**src/rtl/video_timing_gen.sv**
```systemverilog
// Raster counters, pixel request strobes, and a response-aligned video stream to the encoder. Option: VIDEO_TIMING_BLANK_ZERO_EN.
// Latency: req_* are one register after the raster position; vid_* follow a request by RESP_LATENCY+1 cycles.
// Backpressure: none; the pixel source must answer every request RESP_LATENCY cycles later.
module video_timing_gen #(
  parameter int H_ACTIVE     = 1280,
  parameter int H_FP         = 110,
  parameter int H_SYNC       = 40,
  parameter int H_BP         = 220,
  parameter int V_ACTIVE     = 720,
  parameter int V_FP         = 5,
  parameter int V_SYNC       = 5,
  parameter int V_BP         = 20,
  parameter bit H_POL        = 1'b1,
  parameter bit V_POL        = 1'b1,
  parameter int RESP_LATENCY = 1
) (
  input  logic       clk,
  input  logic       rst,
  output logic       req_en,
  output logic       req_sof,
  output logic       req_sol,
  input  logic [7:0] resp_red,
  input  logic [7:0] resp_green,
  input  logic [7:0] resp_blue,
  output logic       vid_de,
  output logic       vid_hsync,
  output logic       vid_vsync,
  output logic [7:0] vid_red,
  output logic [7:0] vid_green,
  output logic [7:0] vid_blue
);

  localparam int H_TOTAL = H_ACTIVE + H_FP + H_SYNC + H_BP;
  localparam int V_TOTAL = V_ACTIVE + V_FP + V_SYNC + V_BP;

  // 13-bit bounds so a total of exactly 4096 still compares correctly.
  localparam logic [12:0] H_ACT_B  = 13'(H_ACTIVE);
  localparam logic [12:0] HS_BEG_B = 13'(H_ACTIVE + H_FP);
  localparam logic [12:0] HS_END_B = 13'(H_ACTIVE + H_FP + H_SYNC);
  localparam logic [12:0] H_LAST_B = 13'(H_TOTAL - 1);
  localparam logic [12:0] V_ACT_B  = 13'(V_ACTIVE);
  localparam logic [12:0] VS_BEG_B = 13'(V_ACTIVE + V_FP);
  localparam logic [12:0] VS_END_B = 13'(V_ACTIVE + V_FP + V_SYNC);
  localparam logic [12:0] V_LAST_B = 13'(V_TOTAL - 1);

  logic [11:0] hcnt;
  logic [11:0] vcnt;
  logic [12:0] hpos;
  logic [12:0] vpos;
  logic        h_last;
  logic        v_last;
  logic        active;
  logic        hs_raw;
  logic        vs_raw;

  always_comb begin
    hpos   = {1'b0, hcnt};
    vpos   = {1'b0, vcnt};
    h_last = (hpos == H_LAST_B);
    v_last = (vpos == V_LAST_B);
    active = (hpos < H_ACT_B) && (vpos < V_ACT_B);
    hs_raw = (hpos >= HS_BEG_B) && (hpos < HS_END_B);
    vs_raw = (vpos >= VS_BEG_B) && (vpos < VS_END_B);
  end

  always_ff @(posedge clk) begin
    if (rst) begin
      hcnt <= '0;
      vcnt <= '0;
    end else if (h_last) begin
      hcnt <= '0;
      vcnt <= v_last ? 12'd0 : vcnt + 12'd1;
    end else begin
      hcnt <= hcnt + 12'd1;
    end
  end

  // Element 0 is the request stage itself; element RESP_LATENCY lines up with the response.
  logic [RESP_LATENCY:0] de_pipe;
  logic [RESP_LATENCY:0] hs_pipe;
  logic [RESP_LATENCY:0] vs_pipe;

  always_ff @(posedge clk) begin
    if (rst) begin
      de_pipe <= '0;
      hs_pipe <= '0;
      vs_pipe <= '0;
      req_sol <= 1'b0;
      req_sof <= 1'b0;
    end else begin
      de_pipe <= {de_pipe[RESP_LATENCY-1:0], active};
      hs_pipe <= {hs_pipe[RESP_LATENCY-1:0], hs_raw};
      vs_pipe <= {vs_pipe[RESP_LATENCY-1:0], vs_raw};
      req_sol <= active && (hcnt == 12'd0);
      req_sof <= active && (hcnt == 12'd0) && (vcnt == 12'd0);
    end
  end

  assign req_en = de_pipe[0];

  always_ff @(posedge clk) begin
    if (rst) begin
      vid_de    <= 1'b0;
      vid_hsync <= ~H_POL;
      vid_vsync <= ~V_POL;
      vid_red   <= '0;
      vid_green <= '0;
      vid_blue  <= '0;
    end else begin
      vid_de    <= de_pipe[RESP_LATENCY];
      vid_hsync <= hs_pipe[RESP_LATENCY] ? H_POL : ~H_POL;
      vid_vsync <= vs_pipe[RESP_LATENCY] ? V_POL : ~V_POL;
`ifdef VIDEO_TIMING_BLANK_ZERO_EN
      vid_red   <= de_pipe[RESP_LATENCY] ? resp_red   : 8'h00;
      vid_green <= de_pipe[RESP_LATENCY] ? resp_green : 8'h00;
      vid_blue  <= de_pipe[RESP_LATENCY] ? resp_blue  : 8'h00;
`else
      vid_red   <= resp_red;
      vid_green <= resp_green;
      vid_blue  <= resp_blue;
`endif
    end
  end

endmodule

```
**config.mk**
```make
export PLATFORM = sky130hd
export DESIGN_NAME = video_timing_gen
export DESIGN_NICKNAME = d
export VERILOG_FILES = /design/src/rtl/video_timing_gen.sv
export SDC_FILE = /design/constraint.sdc
export NUM_CORES = 1
export LEC_CHECK = 0
export CORE_MARGIN = 2
export CORE_UTILIZATION = 48
export DETAILED_ROUTE_END_ITERATION = 10
export GPL_TIMING_DRIVEN = 0
export PLACE_DENSITY = 0.82
export SYNTH_ARGS = -nofsm -noshare
export SYNTH_HDL_FRONTEND = slang
export SYNTH_SLANG_ARGS = --single-unit
```
**constraint.sdc**
```tcl
create_clock -name clk -period 2.35 [get_ports clk]
set_input_delay 0.47 -clock clk [delete_from_list [all_inputs] [get_ports clk]]
set_output_delay 0.47 -clock clk [all_outputs]
set_load 0.02 [all_outputs]
```
==> impl_metrics.py <==
metrics = {
    "clocking": {
        "post_cts_resize_count": 0,
        "cts-root-buf": "clkbuf_8",
        "htree_levels": 3,
        "cts.sinks": 59,
        "cts_tree": "done",
        "worstSkewPairLatency_ns": 0.33,
        "post_cts_buffers": 0,
        "cts_buffers": 9,
        "cts.path.max_buffers": 2,
        "clk_pin_slew_ns": 0.06,
        "cts_hold_buf": 0,
    },
    "global_routing": {
        "antenna_found_initial": 0,
        "busiest_layer": "met2",
        "grt_use_met1_pct": 23.5,
        "grt_max_degree": 11,
        "grt.total_usage_pct": 19.5,
        "grtUsageMet3_pct": 8.33,
        "grt_pass1_vias": 1706,
        "grt_pass1_wl_microns": 7730,
        "grt_overflow": 0,
        "global_route.usage.met2_pct": 30.5,
    },
    "pwr": {
        "p_leak_nw": 1.20,
        "swShare_pct": 20.2,
        "p_clk_share_pct": 47.3,
        "ir_drop_uv": 494,
        "p_per_area_nw_per_um2": 753,
        "p_sw_uw": 473,
        "p_int_mw": 1.87,
        "pwr-share-seq_pct": 44.6,
        "combPwrFrac_pct": 8.0,
        "finalPower_mw": 2.34,
    },
    "timing": {
        "period_share_pct": 81.7,
        "max_freq_mhz": 521,
        "holdWs_ns": 0.442,
        "finalCriticalPeriod_ns": 1.92,
        "slew_headroom_pct": 69.8,
        "worst_pin_slew_ns": 0.450,
        "setup_viol": 0,
        "fin_worst_skew_ns": 0.00625,
        "final.setup.worst_slack_ns": 0.431,
        "rsz0062_at_grt": "no",
        "maxSlewViolCount": 0,
        "fin_tns_setup_ns": 0,
        "finalHoldViolCount": 0,
    },
    "worst_setup_path": {
        "critical_path_arrival_ns": 2.12,
        "crit_fanout": 10,
        "start_kind": "flip-flop",
        "max_stage_delay_ns": 0.46,
        "path_cells": "ha_1 -> and4b_1 -> clkbuf_1 -> nand3_1 -> o21bai_2 -> nor2_1",
        "cp_slowest_cell": "o21bai_2",
        "required_ns": 2.56,
        "worst-setup-path-type": "reg -> reg",
        "cp-end-kind": "flip-flop",
    },
    "routing": {
        "ant_nets": 0,
        "via_per_inst": 5.14,
        "drc_errors": 0,
        "wl_microns": 4650,
        "drtIter0Drc": 76,
        "routedWlPerCell_microns": 13.1,
        "vias": 1820,
        "dr.pass1.iters": 5,
    },
    "logic_synthesis": {
        "synthesis.nets": 264,
        "synth_top_cell_by_area": "dfxtp_1",
        "ys_warn_count": 0,
        "synthCells": 231,
        "ys_ff_latch": 59,
        "synth_area_leaders": "dfxtp_1 52%, nor2b_1 8.6%, ha_1 3.9%",
        "syn_area_per_cell_sq_um": 9.75,
        "ys_seq_area_share_pct": 52.4,
        "synth_top_cell_area_share_pct": 52.4,
        "netlist-cell-type-count": 32,
        "syn_area_sq_um": 2250,
    },
    "final_layout": {
        "drive_gt1_share_pct": 7.62,
        "layout-area-overhead-vs-synth_pct": 38.1,
        "fin_area_sq_um": 3110,
        "antennaDiodeCount": 0,
        "nFillCells": 349,
        "nNetsFinal": 330,
    },
    "die": {
        "die_area_sq_um": 5260,
        "start_util_pct": 50.7,
        "die_h_microns": 72.5,
        "io_pins": 56,
        "num_rows": 24,
        "core_area_sq_um": 4440,
        "fp.dieW_microns": 72.5,
    },
    "hold_path": {
        "hold_class": "reg -> reg",
    },
    "placed_design": {
        "dpl_cell_area_sq_um": 2870,
        "io_buffers": 55,
        "dpl.hpwl_microns": 3300,
        "dpl_worst_slack_ns": 0.349,
        "place_congestion": 0.794,
    },
    "job": {
        "drv_cap": 0,
    },
    "run_status": {
        "status": "complete, no violations",
    },
}
==> synth_stat cells, drive strengths merged <==
cell    count
a21oi      11
and3        5
nor2       16
a31oi       2
nor3b       2
nor2b      31
or2         1
nand2      11
inv         7
dfxtp      59
xnor2       5
nand2b      1
nand3       7
and2        2
and4b       1
nor3        4
xor2        7
nor4        4
nand4       9
ha          7
nand3b      1
buf         3
nor4b       3
o21bai      1
o21ai      11
nand4b      1
or3         8
and4        5
clkbuf      5
a211oi      1
==> critical path, delay by kind of cell, from the launching register on <==
family,cells,cell delay (ns)
AOI/OAI and AO/OA,1,0.46
adders and majority gates,1,0.17
buffers and inverters,1,0.26
DFF,1,0.42
and+or+nand+nor,3,0.49
==> state kept, by name, indices dropped and copies added, names as in the netlist, 2 cells and up <==
register	count
hcnt	12
vcnt	12
de_pipe	2
vid_blue	8
hs_pipe	2
vs_pipe	2
vid_green	8
vid_red	8
==> layer usage <==
| metal | part of all wire, % | up-vias |
|---|---|---|
| met5 | 0 | - |
| met4 | 1.7 | 0 |
| met3 | 7.1 | 9 |
| met2 | 47 | 65 |
| met1 | 45 | 822 |
| li1 | - | 924 |
==> logic make-up (layout without fill, tap and decap cells) <==
logic type                 count (synthesis)  after routing  synth area share (%)
DFF                                       59             59                  52.4
buffers and inverters                     15             86                  2.67
and+or+nand+nor                          112            112                  30.1
adders and majority gates                  7              7                  3.89
AOI/OAI and AO/OA                         26             26                  6.28
xor gates and xnor gates                  12             12                  4.67
==> worst paths after layout <==
| kind | start | end | slack, ns | cells past startpoint |
|---|---|---|---|---|
| hold / removal | vs_pipe[0] | vs_pipe[1] | 0.44 | 1 |
| hold reg to reg | vs_pipe[0] | vs_pipe[1] | 0.44 | 1 |
| setup / recovery | hcnt[0] | vcnt[2] | 0.43 | 6 |
| setup reg to reg | hcnt[0] | vcnt[2] | 0.43 | 6 |
==> stage by stage <==
stage | util [%] | cells
6_report | 70.0 | 354
5_1_grt | 70.0 | 354
4_1_cts | 70.0 | 354
3_5_place_dp | 64.5 | 338
3_3_place_gp | 64.5 | 338
2_1_floorplan | - | 231
==> final cells by class <==
type                       instances  area [sq um]  share of cell area [%]
clock inverter                     5           100                    3.22
timing repair buffer              55           551                    17.7
clock buffer                      11           141                    4.55
inverter                           7          26.3                   0.845
sequential                        59          1180                    38.0
buffer                             8          33.8                    1.09
tap                               52          65.1                    2.09
multi-input combinational        157          1010                    32.5
==> cell usage in the layout (no fill, tap or decap), drive strengths merged, types with 8 or more instances in the layout <==
cell type      instances
a21oi                 11
clkbuf                16
clkdlybuf4s50         55
dfxtp                 59
nand2                 11
nand4                  9
nor2                  16
nor2b                 31
o21ai                 11
or3                    8
==> power by group through the flow <==
stage / registers [mW] / clock network [mW] / logic (mW)
final: 1.05 / 1.11 / 0.188
after global routing: 1.05 / 1.17 / 0.203
after CTS: 1.05 / 1.13 / 0.190
after detailed placement: 1.07 / 0 / 0.188
after global placement: 1.07 / 0 / 0.186
after floorplan: 1.10 / 0 / 0.0479
Power figures use the tool's default switching activity.
